<file path="config.mk">
export PLATFORM = sky130hd
export DESIGN_NAME = pixel_burst_writer
export DESIGN_NICKNAME = d
export VERILOG_FILES = /design/src/rtl/frame_pkg.sv /design/src/rtl/pixel_sync_fifo.sv /design/src/rtl/pixel_burst_writer.sv
export SDC_FILE = /design/constraint.sdc
export NUM_CORES = 1
export LEC_CHECK = 0
export CAP_MARGIN = 20
export CELL_PAD_IN_SITES_DETAIL_PLACEMENT = 2
export CELL_PAD_IN_SITES_GLOBAL_PLACEMENT = 2
export CORE_MARGIN = 1
export CORE_UTILIZATION = 33
export CTS_CLUSTER_DIAMETER = 30
export DETAILED_ROUTE_END_ITERATION = 10
export PLACE_DENSITY = 0.7
export SLEW_MARGIN = 10
export SYNTH_ARGS = -nofsm -noshare
export SYNTH_HDL_FRONTEND = slang
export SYNTH_SLANG_ARGS = --single-unit
</file>
<file path="constraint.sdc">
create_clock -name clk_25 -period 5.15 [get_ports clk_25]
set_clock_uncertainty 0.05 [all_clocks]
set_input_delay 0.515 -clock clk_25 [delete_from_list [all_inputs] [get_ports clk_25]]
set_output_delay 0.515 -clock clk_25 [all_outputs]
set_load 0.005 [all_outputs]
</file>
<file path="src/rtl/frame_pkg.sv">
// Shared frame geometry, pixel record layout and writer FSM states for the
// frame-buffer write path.
package frame_pkg;

  localparam int H_ACTIVE_DEF = 640;
  localparam int V_ACTIVE_DEF = 480;
  localparam int RGB_W        = 24;
  localparam int COORD_W      = 10;

  typedef struct packed {
    logic [COORD_W-1:0] x;
    logic [COORD_W-1:0] y;
    logic [RGB_W-1:0]   rgb;
  } pixel_t;

  localparam int PIX_W = $bits(pixel_t);

  typedef enum logic [1:0] {
    IDLE = 2'd0,
    REQ  = 2'd1,
    DATA = 2'd2
  } wr_state_e;

  // burst_len is a power of two, so the low bits decide alignment
  function automatic logic is_aligned(input logic [COORD_W-1:0] x, input int burst_len);
    logic [COORD_W-1:0] mask;
    mask = COORD_W'(burst_len - 1);
    return (x & mask) == {COORD_W{1'b0}};
  endfunction

endpackage

</file>
<file path="src/rtl/pixel_sync_fifo.sv">
// Single-clock pixel FIFO; the head entry is read straight from storage and a
// push together with a pop is accepted even when full.
module pixel_sync_fifo #(
  parameter  int WIDTH = 44,
  parameter  int DEPTH = 16,
  localparam int PTR_W = $clog2(DEPTH),
  localparam int LVL_W = $clog2(DEPTH + 1)
) (
  input  logic             clk_25,
  input  logic             reset,
  input  logic             push,
  input  logic             pop,
  input  logic [WIDTH-1:0] wdata,
  output logic [WIDTH-1:0] rdata,
  output logic             full,
  output logic             empty,
  output logic [LVL_W-1:0] level
);

  logic [WIDTH-1:0] mem_q [DEPTH];
  logic [WIDTH-1:0] mem_d [DEPTH];
  logic [PTR_W-1:0] wr_ptr_q, wr_ptr_d;
  logic [PTR_W-1:0] rd_ptr_q, rd_ptr_d;
  logic [LVL_W-1:0] level_q, level_d;
  logic             push_ok_s, pop_ok_s;

  // Occupancy, pointers and storage next-state
  always_comb begin
    pop_ok_s  = pop && (level_q != {LVL_W{1'b0}});
    push_ok_s = push && ((level_q != LVL_W'(DEPTH)) || pop_ok_s);
    mem_d     = mem_q;
    wr_ptr_d  = wr_ptr_q;
    rd_ptr_d  = rd_ptr_q;
    level_d   = level_q;
    if (push_ok_s) begin
      mem_d[wr_ptr_q] = wdata;
      wr_ptr_d        = wr_ptr_q + PTR_W'(1);
    end else begin
      wr_ptr_d = wr_ptr_q;
    end
    if (pop_ok_s) begin
      rd_ptr_d = rd_ptr_q + PTR_W'(1);
    end else begin
      rd_ptr_d = rd_ptr_q;
    end
    case ({push_ok_s, pop_ok_s})
      2'b10:   level_d = level_q + LVL_W'(1);
      2'b01:   level_d = level_q - LVL_W'(1);
      default: level_d = level_q;
    endcase
  end

  always_ff @(posedge clk_25 or negedge reset) begin
    if (!reset) begin
      for (int i = 0; i < DEPTH; i++) begin
        mem_q[i] <= {WIDTH{1'b0}};
      end
      wr_ptr_q <= {PTR_W{1'b0}};
      rd_ptr_q <= {PTR_W{1'b0}};
      level_q  <= {LVL_W{1'b0}};
    end else begin
      mem_q    <= mem_d;
      wr_ptr_q <= wr_ptr_d;
      rd_ptr_q <= rd_ptr_d;
      level_q  <= level_d;
    end
  end

  assign rdata = mem_q[rd_ptr_q];
  assign full  = (level_q == LVL_W'(DEPTH));
  assign empty = (level_q == {LVL_W{1'b0}});
  assign level = level_q;

endmodule

</file>
<file path="src/rtl/pixel_burst_writer.sv">
// Buffers in-range pixels and writes them to the frame buffer as fixed-length,
// BURST_LEN-aligned bursts over a req/ack + valid/ready interface.
module pixel_burst_writer
  import frame_pkg::*;
#(
  parameter  int H_ACTIVE   = H_ACTIVE_DEF,
  parameter  int V_ACTIVE   = V_ACTIVE_DEF,
  parameter  int FIFO_DEPTH = 16,
  parameter  int BURST_LEN  = 8,
  parameter  int BASE_ADDR  = 0,
  parameter  int ADDR_W     = 22,
  localparam int LVL_W      = $clog2(FIFO_DEPTH + 1)
) (
  input  logic              clk_25,
  input  logic              reset,
  input  logic              wrreq_i,
  input  logic [9:0]        x_i,
  input  logic [9:0]        y_i,
  input  logic [7:0]        red_i,
  input  logic [7:0]        green_i,
  input  logic [7:0]        blue_i,
  output logic              mem_req,
  output logic [ADDR_W-1:0] mem_addr,
  input  logic              mem_ack,
  output logic              mem_wvalid,
  output logic [23:0]       mem_wdata,
  input  logic              mem_wready,
  output logic [LVL_W-1:0]  fifo_level,
  output logic              overflow,
  output logic              frame_done
);

  localparam int BEAT_W = (BURST_LEN > 1) ? $clog2(BURST_LEN) : 1;

  pixel_t            in_pix_s, head_pix_s;
  logic [PIX_W-1:0]  head_raw_s;
  logic              in_range_s, push_s, pop_s;
  logic              full_s, empty_s;
  logic              head_aligned_s, head_last_s;
  logic [LVL_W-1:0]  level_s;
  logic [ADDR_W-1:0] head_addr_s;

  wr_state_e         state_q, state_d;
  logic [BEAT_W-1:0] beat_q, beat_d;
  logic [ADDR_W-1:0] addr_q, addr_d;
  logic              req_q, req_d;
  logic              wvalid_q, wvalid_d;
  logic              overflow_q, overflow_d;
  logic              frame_done_q, frame_done_d;

  // Range filter and head-of-queue decode
  always_comb begin
    in_pix_s       = {x_i, y_i, red_i, green_i, blue_i};
    in_range_s     = (32'(x_i) < H_ACTIVE) && (32'(y_i) < V_ACTIVE);
    push_s         = wrreq_i && in_range_s;
    head_pix_s     = pixel_t'(head_raw_s);
    head_aligned_s = is_aligned(head_pix_s.x, BURST_LEN);
    head_last_s    = (32'(head_pix_s.x) == H_ACTIVE - 1) &&
                     (32'(head_pix_s.y) == V_ACTIVE - 1);
    // Truncating ADDR_W-bit arithmetic is intended
    head_addr_s    = ADDR_W'(BASE_ADDR) +
                     (ADDR_W'(head_pix_s.y) * ADDR_W'(H_ACTIVE)) +
                     ADDR_W'(head_pix_s.x);
  end

  pixel_sync_fifo #(
    .WIDTH (PIX_W),
    .DEPTH (FIFO_DEPTH)
  ) u_fifo (
    .clk_25 (clk_25),
    .reset  (reset),
    .push   (push_s),
    .pop    (pop_s),
    .wdata  (in_pix_s),
    .rdata  (head_raw_s),
    .full   (full_s),
    .empty  (empty_s),
    .level  (level_s)
  );

  // Burst FSM, beat counter and status flags
  always_comb begin
    state_d      = state_q;
    beat_d       = beat_q;
    addr_d       = addr_q;
    req_d        = 1'b0;
    wvalid_d     = 1'b0;
    pop_s        = 1'b0;
    frame_done_d = 1'b0;
    case (state_q)
      IDLE: begin
        if (!empty_s && !head_aligned_s) begin
          pop_s = 1'b1;
        end else if (level_s >= LVL_W'(BURST_LEN)) begin
          state_d = REQ;
          addr_d  = head_addr_s;
          req_d   = 1'b1;
        end else begin
          state_d = IDLE;
        end
      end
      REQ: begin
        if (mem_ack) begin
          state_d  = DATA;
          beat_d   = {BEAT_W{1'b0}};
          wvalid_d = 1'b1;
        end else begin
          req_d = 1'b1;
        end
      end
      DATA: begin
        wvalid_d = 1'b1;
        if (mem_wready) begin
          pop_s        = 1'b1;
          frame_done_d = head_last_s;
          if (beat_q == BEAT_W'(BURST_LEN - 1)) begin
            state_d  = IDLE;
            beat_d   = {BEAT_W{1'b0}};
            wvalid_d = 1'b0;
          end else begin
            beat_d = beat_q + BEAT_W'(1);
          end
        end else begin
          beat_d = beat_q;
        end
      end
      default: begin
        state_d = IDLE;
        beat_d  = {BEAT_W{1'b0}};
      end
    endcase
    overflow_d = overflow_q | (push_s && full_s && !pop_s);
  end

  always_ff @(posedge clk_25 or negedge reset) begin
    if (!reset) begin
      state_q      <= IDLE;
      beat_q       <= {BEAT_W{1'b0}};
      addr_q       <= {ADDR_W{1'b0}};
      req_q        <= 1'b0;
      wvalid_q     <= 1'b0;
      overflow_q   <= 1'b0;
      frame_done_q <= 1'b0;
    end else begin
      state_q      <= state_d;
      beat_q       <= beat_d;
      addr_q       <= addr_d;
      req_q        <= req_d;
      wvalid_q     <= wvalid_d;
      overflow_q   <= overflow_d;
      frame_done_q <= frame_done_d;
    end
  end

  assign mem_req    = req_q;
  assign mem_addr   = addr_q;
  assign mem_wvalid = wvalid_q;
  assign mem_wdata  = wvalid_q ? head_pix_s.rgb : {RGB_W{1'b0}};
  assign fifo_level = level_s;
  assign overflow   = overflow_q;
  assign frame_done = frame_done_q;

endmodule

</file>
**Word level (Yosys, flattened, before mapping)**

Cells that the tools add are included.
W data, S select, Z words.

- Memory bits (read-only): 0
- Logic and storage cells: 109
- Input bits: 49
- RAM bits: 0
- Memories kept: 0
- Bits in latches: 0
- Register bits: 748
- Output and inout bits: 55

- Multiply operators: 1
- Div/mod/pow operators: 0
- Reduce and logical (&&, ||, !) cells: 21
- Magnitude comparators: 6
- Muxes and demuxes: 31
- Add/subtract/negate cells: 6
- Equality and inequality tests: 13
- Bitwise operators: 5
- Shift operators: 0

Operator list:

| kind | number |
|---|---|
| $bwmux W704 | 1 |
| $bmux W44 S4 | 1 |
| $demux W44 S4 | 1 |
| $mux W44 | 3 |
| $mux W24 | 1 |
| $add A20 B10 Y21 | 1 |
| $mul A10 B3 Y13 const B | 1 |
| $mux W1 | 11 |
| $eq A10 B10 Y1 const B | 1 |
| $eq A10 B9 Y1 const B | 1 |
| $ge A5 B5 Y1 const B | 2 |
| $logic_not A10 Y1 | 1 |
| $lt A10 B10 Y1 const B | 1 |
| $lt A10 B9 Y1 const B | 1 |
| $not A4 Y5 | 2 |
| $pmux W5 S2 | 1 |
| $logic_and A1 B1 Y1 | 9 |
| $mux W3 | 3 |
| $pmux W3 S3 | 1 |
| $add A4 B1 Y4 const B | 2 |
| $mux W2 | 4 |
| $ne A2 B2 Y1 const B | 4 |
| $pmux W1 S2 | 3 |
| $pmux W2 S3 | 1 |
| other kinds (20) | 26 |

**Longest topological paths before layout**

Gate-level depths: netlist (run 1).

- Depth in word-level cells: 14
- Depth in mapped cells: 20
- Gate-level depth less buffers: 15

**Hierarchy**

From an unflattened synthesis (run 1), not the netlist that was laid out.

- Cell total of the unflattened synthesis: 2,237
- Area total of the unflattened synthesis: 34,688.3 um2

By module, submodules not included:

| module | area an instance (um2) | instances | cells an instance | sequential area each (um2) |
|---|---|---|---|---|
| pixel_sync_fifo | 32,491.2 | 1 | 1,986 | 17,942.2 |
| pixel_burst_writer | 2,197.1 | 1 | 251 | 750.7 |

**Worst setup path before layout (run 1)**

No wires, ideal clock.

- Path type: register to register
- Start point: reg u_fifo.rd_ptr_q[1]
- End point: reg addr_q[19] (netlist: mem_addr[19])
- Data required time: 5,018 ps
- Cell stages (with the launch flop): 18
- Arrival time: 4,939 ps
- Library setup time: 82 ps
- Period minus slack after synthesis: 5,071 ps
- Path buffers: 4
- Path slack: 79 ps
- Cell sequence: dfrtp_1 clkbuf_1 buf_1 clkbuf_1 clkbuf_1 mux4_2 a22oi_1 nand2_1 ha_1 ha_1 fa_1 a211o_1 and3_1 o311ai_0 nand4_1 o2bb2ai_1 a21oi_1 a31oi_1

- Word-level cells in the longest chain between the ends: 9
- Elaborated cells on any way between the ends: 11
- Those cells by class: add/sub (1); mul (1); mux (3); bitwise (2); reduce/logical (4)

Ends and longest elaborated chain:

| element | line | text |
|---|---|---|
| start: declaration | pixel_sync_fifo.sv:23 | `logic [PTR_W-1:0] rd_ptr_q, rd_ptr_d;` |
| start signal: assignment | pixel_sync_fifo.sv:59 | `rd_ptr_q <= {PTR_W{1'b0}};` |
| start signal: assignment | pixel_sync_fifo.sv:64 | `rd_ptr_q <= rd_ptr_d;` |
| $not A4 Y5 (not written as such) * | pixel_sync_fifo.sv:69 | `assign rdata = mem_q[rd_ptr_q];` |
| $bmux W44 S4 * | pixel_sync_fifo.sv:69 |  |
| $mux W44 (not written as such) * (2 in series) | pixel_sync_fifo.sv:69 |  |
| parallel branches: the longest is 5 deep, another holds $add A20 B10 Y21 | n/a |  |
| end signal: assignment | pixel_burst_writer.sv:139 | `addr_q <= {ADDR_W{1'b0}};` |
| end signal: assignment | pixel_burst_writer.sv:147 | `addr_q <= addr_d;` |
| end: declaration | pixel_burst_writer.sv:45 | `logic [ADDR_W-1:0] addr_q, addr_d;` |

Every way passes the cells marked *. The select of a mux whose other input is x is not followed.
A chain may end at the register's enable or synchronous reset.

**Worst setup path in the final report (run 1)**

- Start point: reg u_fifo.rd_ptr_q[0]
- End point: out mem_wdata[3]

- Word-level cells in the longest chain between the ends: 5

Ends and longest elaborated chain:

| element | line | text |
|---|---|---|
| $not A4 Y5 (not written as such) | pixel_sync_fifo.sv:69 |  |
| $bmux W44 S4 | pixel_sync_fifo.sv:69 |  |
| $mux W44 (not written as such) (2 in series) | pixel_sync_fifo.sv:69 |  |
| $mux W24 | pixel_burst_writer.sv:158 | `assign mem_wdata = wvalid_q ? head_pix_s.rgb : {RGB_W{1'b0}};` |
| end: declaration | pixel_burst_writer.sv:26 | `output logic [23:0] mem_wdata,` |

Every way passes these cells. The select of a mux whose other input is x is not followed.

==> impl_metrics.tcl, run 1 <==
set metrics [dict create \
    finalMaxSlewViolations 0 \
    synth_top_cell_by_area "dfrtp_1" \
    routedWlPerCell_um 27.8 \
    hold_path.class "primary input to asynchronous set/reset pin" \
    drt-total-wl_um 110000 \
    worst-r2r-setup-slack_ps 360 \
    power_density_nw_per_um2 734 \
    final_hold_viol_count 0 \
    drtPass1Iterations 5 \
    layout_min_cycle_time_ps 4930 \
    drive_above_1_share_pct 44.3 \
    critPathArrivalTime_ps 4370 \
    cts_resized 0 \
    max_freq_ghz 0.203 \
    synth_top_flop_cell "dfrtp_1" \
    htreeDepth 4 \
    tns_ps 0 \
    utilization_pct 41.2 \
    slew_headroom_pct 25.7 \
    synth.avg_cell_area_um2 16.1 \
    die_w_um 333 \
    cp_slowest_cell "dfrtp_4" \
    r2r_start "u_fifo.rd_ptr_q[0]" \
    cts_tree "yes" \
    dpl_cell_area_um2 38500 \
    critPathTopFamily "buffers and inverters" \
    start_util_pct 33.2 \
    drtAntennaViolNets 0 \
    grt_overflow_total 0 \
    rsz0062_at_grt "no" \
    synth.distinct_cells 56 \
    nFillCells 10218 \
    start_kind "register" \
    path_clk_slew_ps 50 \
    async_flop_share_pct 100 \
    yosysWarnings 0 \
    cp_cell_sequence "buf_12 -> buf_4 -> mux4_2 -> mux4_2 -> and2_1 -> clkdlybuf4s50_1" \
    grt_max_degree 120 \
    routed_via_density 5.29 \
    gp_congestion 0.769 \
    postCtsSetupBuffers 0 \
    slowest_delay_ps 750 \
    rr_endpoint "u_fifo.mem_q[463]" \
    power.share.sequential_pct 30.0 \
    cts_sinks 747 \
    grt_use_total_pct 20.3 \
    path_class "register to primary output" \
    tightest_slew_ps 1110 \
    insertion_delay_ps 750 \
    status "complete, no violations" \
    syn_area_um2 36100 \
    cts_buffer_depth 3 \
    rr_worst_depth 9 \
    worst-path-buf-inv 3 \
    netlist_instances 2247 \
    peakVddDrop_uv 336 \
    nNetsFinal 2490 \
    synth_common_cells "747 x dfrtp_1, 351 x mux2_4, 224 x mux2_2" \
    die_area_um2 111000 \
    drc_errors 0 \
    drv_cap 0 \
    cts_made_buffers 178 \
    clkPwrFrac_pct 35.4 \
    period_share_pct 95.8 \
    io_buffers 102 \
    synth_area_leaders "dfrtp_1 52%, mux2_4 15%, mux4_2 10%, mux2_2 7.0%, mux2_1 3.8%" \
    intPower_mw 22.2 \
    die_h_um 333 \
    io_pins 104 \
    combPwrFrac_pct 34.5 \
    syn_nets 2332 \
    end_kind "primary output" \
    leakagePower_nw 20.4 \
    p_sw_mw 10.7 \
    crit_fanout 59 \
    synth_edf_count 0 \
    setup_viol 0 \
    path_common_cell "mux4_2" \
    hold_buffers 1 \
    synth_top_cell_area_share_pct 51.7 \
    synth-seq-cells 747 \
    rows 121 \
    critPathRequiredTime_ps 4590 \
    yosysSeqAreaShare_pct 51.7 \
    drt_iter0_markers 1096 \
    final_area_um2 44700 \
    root_buffer "clkbuf_16" \
    dpl.hpwl_um 60700 \
    core_um2 109000 \
    swShare_pct 32.5 \
    grt_pass1_vias 25135 \
    syn_to_final_growth_pct 23.8 \
    grt_pass1_wl_um 170000 \
    yosysMostFrequentCell "dfrtp_1" \
    antenna_found_initial 7 \
    num_vias 21021 \
]
-- layout make-up --
class | instances | area (um2) | area share [%]
clock buffer | 240 | 5060 | 11.3
inverter | 20 | 75.1 | 0.168
sequential | 747 | 18700 | 41.8
timing repair buffer | 165 | 1680 | 3.76
antenna | 2 | 5.00 | 0.0112
tap | 1414 | 1770 | 3.95
multi-input combinational | 1293 | 16200 | 36.3
clock inverter | 90 | 1200 | 2.68
-- metal layers --
metal / part of all wire (%) / routed length (um) / track usage, % / vias to the layer above
met5: 0.052 / 57 / 0 / -
met4: 3.2 / 3510 / 8.03 / 10
met3: 3.8 / 4170 / 3.80 / 250
met2: 51 / 55800 / 34.8 / 482
met1: 42 / 46700 / 25.2 / 11578
li1: - / - / - / 8701
-- worst reg2reg max path: cells and delay by family, from the launching register on --
| kind | cells | cell delay [ps] |
|---|---|---|
| AND/OR/NAND/NOR | 2 | 1220 |
| flip-flops | 1 | 750 |
| AO/OA/AOI/OAI | 3 | 850 |
| multiplexers | 2 | 780 |
| buffers and inverters | 2 | 1020 |
-- worst max-delay path by stage --
stage | startpoint | end | slack, ps | cells past startpoint
floorplan | u_fifo.rd_ptr_q[1] | mem_addr[19] | 80 | 17
global placement | u_fifo.rd_ptr_q[0] | mem_addr[19] | 450 | 14
detailed placement | u_fifo.rd_ptr_q[0] | mem_addr[19] | 370 | 14
CTS | u_fifo.rd_ptr_q[0] | mem_wdata[11] | 120 | 6
global route | u_fifo.rd_ptr_q[0] | mem_wdata[5] | 20 | 6
finish | u_fifo.rd_ptr_q[0] | mem_wdata[3] | 220 | 6
-- kinds of logic after synthesis --
logic type / synth area share, %
compound gates: 2.50
buf+inv: 3.57
mux: 37.7
other cells: 0.0104
simple gates: 2.62
xor+xnor: 0.557
fa+ha+maj: 1.31
flops: 51.7
-- power groups by stage --
stage / combinational, mW / sequential [mW] / clock (mW)
3_5_place_dp: 11.2 / 9.77 / 0
4_1_cts: 11.5 / 9.87 / 11.8
5_1_grt: 12.2 / 10.1 / 12.1
6_report: 11.3 / 9.87 / 11.6
3_3_place_gp: 10.8 / 9.50 / 0
2_1_floorplan: 8.25 / 9.13 / 0
-- state kept, by name (all words and copies together), names as in the netlist, 2 cells and up --
register and cells:
state_q 2, beat_q 3, u_fifo.level 5, mem_addr 21, u_fifo.mem_q 704, u_fifo.rd_ptr_q 4, u_fifo.wr_ptr_q 4
-- layout by cell type (no fill, tap or decap), types with 24 or more instances in the layout --
master | netlist | layout
a221oi_1 | 35 | 35
and2_1 | 33 | 33
buf_4 | 27 | 47
clkbuf_1 | 76 | 28
clkbuf_16 | 0 | 181
clkbuf_8 | 0 | 31
clkdlybuf4s50_1 | 0 | 101
clkinv_2 | 0 | 33
dfrtp_1 | 747 | 744
ha_1 | 33 | 33
mux2_1 | 123 | 123
mux2_2 | 224 | 224
mux2_4 | 351 | 351
mux2i_1 | 71 | 71
mux4_2 | 166 | 166
nand2_1 | 37 | 37
nor2_1 | 24 | 24
o21ai_0 | 31 | 31
-- metrics by stage --
| stage | power, mW | hold slack (ps) | setup slack (ps) | instances |
|---|---|---|---|---|
| 3_3_place_gp | 20.3 | 414 | 450 | 3637 |
| 2_1_floorplan | 17.4 | 169 | 79.1 | 2247 |
| 3_5_place_dp | 21.0 | 424 | 374 | 3638 |
| 6_report | 32.8 | 359 | 215 | 3971 |
| 4_1_cts | 33.2 | 329 | 117 | 3969 |
| 5_1_grt | 34.5 | 376 | 17.3 | 3970 |
(Power assumes the default switching activity.)
==> run 2, diff against run 1 <==
- CAP_MARGIN: 20 -> unset
==> impl_metrics.tcl, run 2 (synthesis results as in run 1) <==
set metrics [dict create \
    status "complete, no violations" \
    rsz0062_at_grt "no" \
    largest_reg_flops 704 \
    dp_slack_ps 358 \
    core_um2 109000 \
    leakagePower_nw 20.5 \
    setup_slack_ps 348 \
    drv_cap 0 \
    grt_pass1_wl_um 173000 \
    max_freq_ghz 0.208 \
    peakVddDrop_uv 336 \
    crit_fanout 12 \
    drtAntennaViolNets 0 \
    setup_viol 0 \
    grt_pass1_vias 25533 \
    wl_met1_um 48100 \
    grt_use_total_pct 20.8 \
    drc_errors 0 \
    io_pins 104 \
    critical_path.startpoint "u_fifo.rd_ptr_q[1]" \
    layout_min_cycle_time_ps 4800 \
    cts_made_buffers 179 \
    die_w_um 333 \
    cp_cell_sequence "nor2b_2 -> a221oi_1 -> o21ai_0 -> nand2_1 -> ha_1 -> ha_1 -> fa_1 -> a211o_1 -> and3_1 -> nor4_1 -> nand4_1 -> o2bb2ai_1 -> a21oi_1 -> a31oi_1" \
    critPathTopFamily "simple AND/OR/NAND/NOR gates" \
    cts_resized 0 \
    grt_max_degree 120 \
    gp_congestion 0.769 \
    die_area_um2 111000 \
    rows 121 \
    met3_length_um 3920 \
    die_h_um 333 \
    cts_tree "yes" \
    critPathRequiredTime_ps 5780 \
    final_hold_viol_count 0 \
    slew_headroom_pct 20.1 \
    grt_overflow_total 0 \
    io_buffers 102 \
    routed_via_density 5.34 \
    start_kind "register" \
    hold_path.class "primary input to asynchronous set/reset pin" \
    cts_sinks 747 \
    top_layer_used "met5" \
    nFillCells 10219 \
    slowest_delay_ps 580 \
    drive_above_1_share_pct 44.4 \
    root_buffer "clkbuf_16" \
    end_kind "register" \
    period_share_pct 93.2 \
    dr_wl_met2_um 57700 \
    nNetsFinal 2491 \
    finalMaxSlewViolations 0 \
    num_vias 21169 \
    antenna_found_initial 8 \
    path_clk_slew_ps 50 \
    drtPass1Iterations 5 \
    worst-path-buf-inv 0 \
    drt_iter0_markers 1057 \
    htreeDepth 4 \
    start_util_pct 33.2 \
    cts_buffer_depth 3 \
    layout_commonest_cell "dfrtp_1" \
    path_class "register to register" \
    path_common_cell "ha_1" \
    final_cell_mix "744 x dfrtp_1, 351 x mux2_4, 224 x mux2_2" \
    drt-total-wl_um 113000 \
    critPathArrivalTime_ps 5430 \
    power_density_nw_per_um2 741 \
    regMostFlops "u_fifo.mem_q" \
    routedWlPerCell_um 28.5 \
    insertion_delay_ps 770 \
    r2r_start "u_fifo.rd_ptr_q[1]" \
    syn_to_final_growth_pct 24.3 \
    multi_input_area_um2 16200 \
    tightest_slew_ps 1200 \
    cp_slowest_cell "nor2b_2" \
    dpl.hpwl_um 60400 \
    ff_latch_area_um2 18700 \
    tns_ps 0 \
]
## run 2: final timing paths
| path | to | depth (start not counted) | slack, ps |
|---|---|---|---|
| min reg2reg | overflow | 1 | 440 |
| min | u_fifo.mem_q[469] | 2 | 350 |
| max | mem_addr[19] | 14 | 350 |
| max in group asynchronous | u_fifo.mem_q[199] | 3 | 3300 |
| min in group clk_25 | mem_wvalid | 3 | 420 |
| max reg2reg | mem_addr[19] | 14 | 350 |
## run 2: report_power, final
| part | internal [mW] | total (mW) | leakage, nW | switching (mW) |
|---|---|---|---|---|
| logic | 5.94 | 11.4 | 7.46 | 5.49 |
| clock network | 8.07 | 11.9 | 3.11 | 3.87 |
| registers | 8.27 | 9.91 | 9.89 | 1.64 |
## run 2: final cells by class
cell class | count | share of cell area, %
Antenna cell | 2 | 0.0111
Clock buffer | 235 | 11.2
Clock inverter | 91 | 3.14
Inverter | 20 | 0.167
Multi-Input combinational cell | 1293 | 36.2
Sequential cell | 747 | 41.6
Tap cell | 1414 | 3.94
Timing Repair Buffer | 165 | 3.78
## run 2: what timing repair did
| action | 4_1_cts | 5_1_grt |
|---|---|---|
| buffers inserted | 0 | 1 |
| endpoints found under the hold margin | 74 | 0 |
| endpoints found under the setup margin | 0 | 1 |
| hold buffers | 1 | 0 |
## run 2: through the flow
step	total power [mW]	hold slack [ps]	util (%)	std cells	instance area (um2)
global route	34.9	392	41.3	3966	44900
CTS	33.6	343	41.3	3964	44900
detailed placement	21.0	420	35.4	3637	38400
floorplan	17.4	169	-	2247	36100
finish	33.3	355	41.3	3967	44900
global placement	20.3	414	35.4	3637	38400
## run 2: worst reg2reg max path, cell delays in order, from the launching register on
cell       delay [ps]
dfrtp_4           490
nor2b_2           580
a221oi_1          250
o21ai_0           280
nand2_1           230
ha_1              360
ha_1              250
fa_1              420
a211o_1           350
and3_1            220
nor4_1            450
nand4_1           280
o2bb2ai_1         240
a21oi_1            90
a31oi_1           200
## run 2: layer usage
| metal | vias to the layer above | track usage, % |
|---|---|---|
| li1 | 8701 | - |
| met1 | 11729 | 25.8 |
| met2 | 494 | 35.7 |
| met3 | 237 | 3.82 |
| met4 | 8 | 7.74 |
| met5 | - | 0 |
==> run 3, diff against run 2 <==
- CORE_MARGIN: 1 -> unset
- SLEW_MARGIN: 10 -> unset
==> results of run 3 <==
No change in the layout: final DEF, timing and power equal those of run 2.
==> patch (flow settings as in run 1) <==
The 3 states of `wr_state_e` get a one-hot encoding in 3 bits.
--- a/src/rtl/frame_pkg.sv
+++ b/src/rtl/frame_pkg.sv
@@ -17,6 +17,6 @@
 
-  typedef enum logic [1:0] {
-    IDLE = 2'd0,
-    REQ  = 2'd1,
-    DATA = 2'd2
+  typedef enum logic [2:0] {
+    IDLE = 3'b001,
+    REQ  = 3'b010,
+    DATA = 3'b100
   } wr_state_e;
Behaviour: same outputs for any inputs over 4 cycles, from zero or initial values and one cycle with reset low; so few cycles prove little.
==> patch against run 1 <==
Power fell by 4.5%. Setup slack improved by 0.12 ns. Sequential power barely moved. Count of clock-buffer cells in the layout fell by 55. Die area rose by 0.91%. Synthesized area rose by 0.91%. Wire length rose by 0.42%. Sequential cell count rose by 1. Cell area fell by 0.29%. Register-to-register slack improved by 0.06 ns. Global-route usage fell by 0.22 points.
==> patch: results (changes against run 1) <==
Final layout
  – Fin cells: 3970 (-0.025%)
  – Fillers: 10300 (+0.49%)
  – Final layout net count: 2446 (-1.8%)
  – Layout cells sized above 1: 42.8% (-1.5 points)

Global route
  – Vias in the first global route: 24900 (-0.93%)
  – First-pass GRT wire length: 168000 um (-1.1%)
  – Aggregate global-route resource usage: 20.1% (-0.22 points)
  – Antenna violations before repair: 6 (-1)
  – Pin count of the biggest net entering global routing: 126 (+5.0%)

Timing
  – Worst Tran Pin Value: 0.948 ns (-0.167 ns)
  – Post-Route Hold Slack: 0.396 ns (+0.0368 ns)
  – Final WS setup: 0.333 ns (+0.117 ns)

Yosys
  – Parity-gate share of the synthesized area counting xor and xnor cells: 0.648% (+0.091 points)
  – Biggest area contributors in the synthesized netlist: dfrtp_1, mux2_4, mux4_2
  – Top post-synthesis cells by count: dfrtp_1, mux2_4, mux4_2
  – Multiplexer share of the synthesized area: 38.4% (+0.67 points)
  – Share of the yosys chip area belonging to registers: 51.3% (-0.39 points)
  – Adder and majority cell fraction of the synthesized area: 1.19% (-0.11 points)
  – Post-Synthesis Mean Instance Area: 16.3 sq um (+1.4%)
  – Synth cell types: 54 (-3.6%)
  – Share of the synthesized area in compound gates (AO/OA/AOI/OAI): 2.38% (-0.12 points)
  – Post-Syn Nets: 2318 (-0.60%)
  – Share of flip-flops with an asynchronous set or reset: 100% (unchanged)

Pwr
  – Max VDD drop: 0.382 mV (+14%)
  – Static Leak: 0.0203 uW (-0.54%)
  – Sw Ratio: 32.4% (-0.038 points)

Outcome
  – Run status: finished clean

Placement
  – Cell count after placement: 3683 (+1.2%)
  – Pre-CTS WS: 0.518 ns (+0.145 ns)
  – HPWL Detailed: 61200 um (+0.96%)
  – Weighted congestion reported at the end of routability-driven placement: 0.761 (-0.96%)

Routing
  – Overall via count from detail_route: 20800 (-1.1%)
  – Initial drt markers: 1098 (+0.18%)
  – Average routed wire per standard cell: 27.9 um (+0.45%)
  – Pre-Repair DR Iteration Count: 4 (-1)

Critical path
  – Launch instance of the worst register-to-register path: u_fifo.rd_ptr_q[0]$_DFFE_PN0P_
  – Critical-path cell with the highest stage delay: buf_4
  – Cell family with the largest share of critical-path delay: buffers and inverters
  – Capture point of the worst reg-to-reg path: mem_addr[18]$_DFFE_PN0P_
  – Largest fanout of any net on the critical path: 51 (-14%)
  – Delay of the slowest critical-path stage: 0.77 ns (+0.02 ns)
  – Arrival time of data at the critical path endpoint: 4.25 ns (-0.12 ns)
  – Worst reg-to-reg path cell count: 13 (+4)

Clocking
  – CTS Buf Count: 154 (-13%)
  – Worst skew pair latency: 0.75 ns (about the same)

Die
  – Die Outline Area: 0.112 sq mm (+0.91%)
patch: worst max-delay path by stage:
stage                                               from                  endpoint  cells after the start
after floorplan           u_fifo.rd_ptr_q[1]$_DFFE_PN0P_  mem_addr[17]$_DFFE_PN0P_                     17
after detailed placement  u_fifo.rd_ptr_q[0]$_DFFE_PN0P_  mem_addr[18]$_DFFE_PN0P_                     13
after CTS                 u_fifo.rd_ptr_q[1]$_DFFE_PN0P_             mem_wdata[16]                      6
final                     u_fifo.rd_ptr_q[1]$_DFFE_PN0P_             mem_wdata[18]                      6
after global placement    u_fifo.rd_ptr_q[0]$_DFFE_PN0P_  mem_addr[18]$_DFFE_PN0P_                     13
after global routing      u_fifo.rd_ptr_q[0]$_DFFE_PN0P_  mem_addr[18]$_DFFE_PN0P_                     15
patch: cells by family (layout without fill, tap and decap cells):
kind of cell | count (synthesis) | count (layout)
flip-flops | 748 | 748
other | 1 | 2
AND/OR/NAND/NOR | 163 | 163
XOR/XNOR | 27 | 27
multiplexers | 930 | 930
adder cells (fa/ha/maj) | 33 | 33
buffers and inverters | 211 | 468
AO/OA/AOI/OAI | 123 | 123
patch: metal layers:
layer / share of wire (%) / GRT usage (%) / vias to the layer above
met2: 50 / 34.0 / 523
met4: 2.8 / 7.39 / 6
met1: 43 / 25.5 / 11500
met5: 0.022 / 0 / -
met3: 4.2 / 3.78 / 214
li1: - / - / 8588
patch: power groups by stage:
stage	clock, uW	combinational [uW]	sequential (uW)
5_1_grt	11100	11700	10100
6_report	10600	10900	9860
4_1_cts	10800	11000	9850
2_1_floorplan	0	8040	9090
3_3_place_gp	0	10400	9490
3_5_place_dp	0	10700	9760
patch: worst reg2reg max path: stages, from the launching register on:
cell	delay, ns
dfrtp_4	0.63
buf_12	0.29
mux4_2	0.55
a22oi_1	0.21
nand2_1	0.22
ha_1	0.39
ha_1	0.30
a211oi_1	0.35
o21bai_1	0.15
o41ai_1	0.66
xnor2_1	0.24
nand4_1	0.15
xnor2_1	0.17
mux2_2	0.26
patch: area by class of cell:
| type | instances | share of cell area (%) |
|---|---|---|
| Antenna cell | 1 | 0.00561 |
| Multi-Input combinational cell | 1277 | 37.1 |
| Sequential cell | 748 | 42.0 |
| Clock buffer | 185 | 9.45 |
| Inverter | 19 | 0.160 |
| Tap cell | 1476 | 4.14 |
| Clock inverter | 100 | 3.04 |
| Timing Repair Buffer | 164 | 4.13 |
patch: per-stage QoR:
stage / power [uW] / instance area (sq um)
floorplan: 17100 / 36500
global placement: 19800 / 39000
detailed placement: 20500 / 39000
CTS: 31700 / 44600
global route: 32800 / 44600
finish: 31400 / 44600
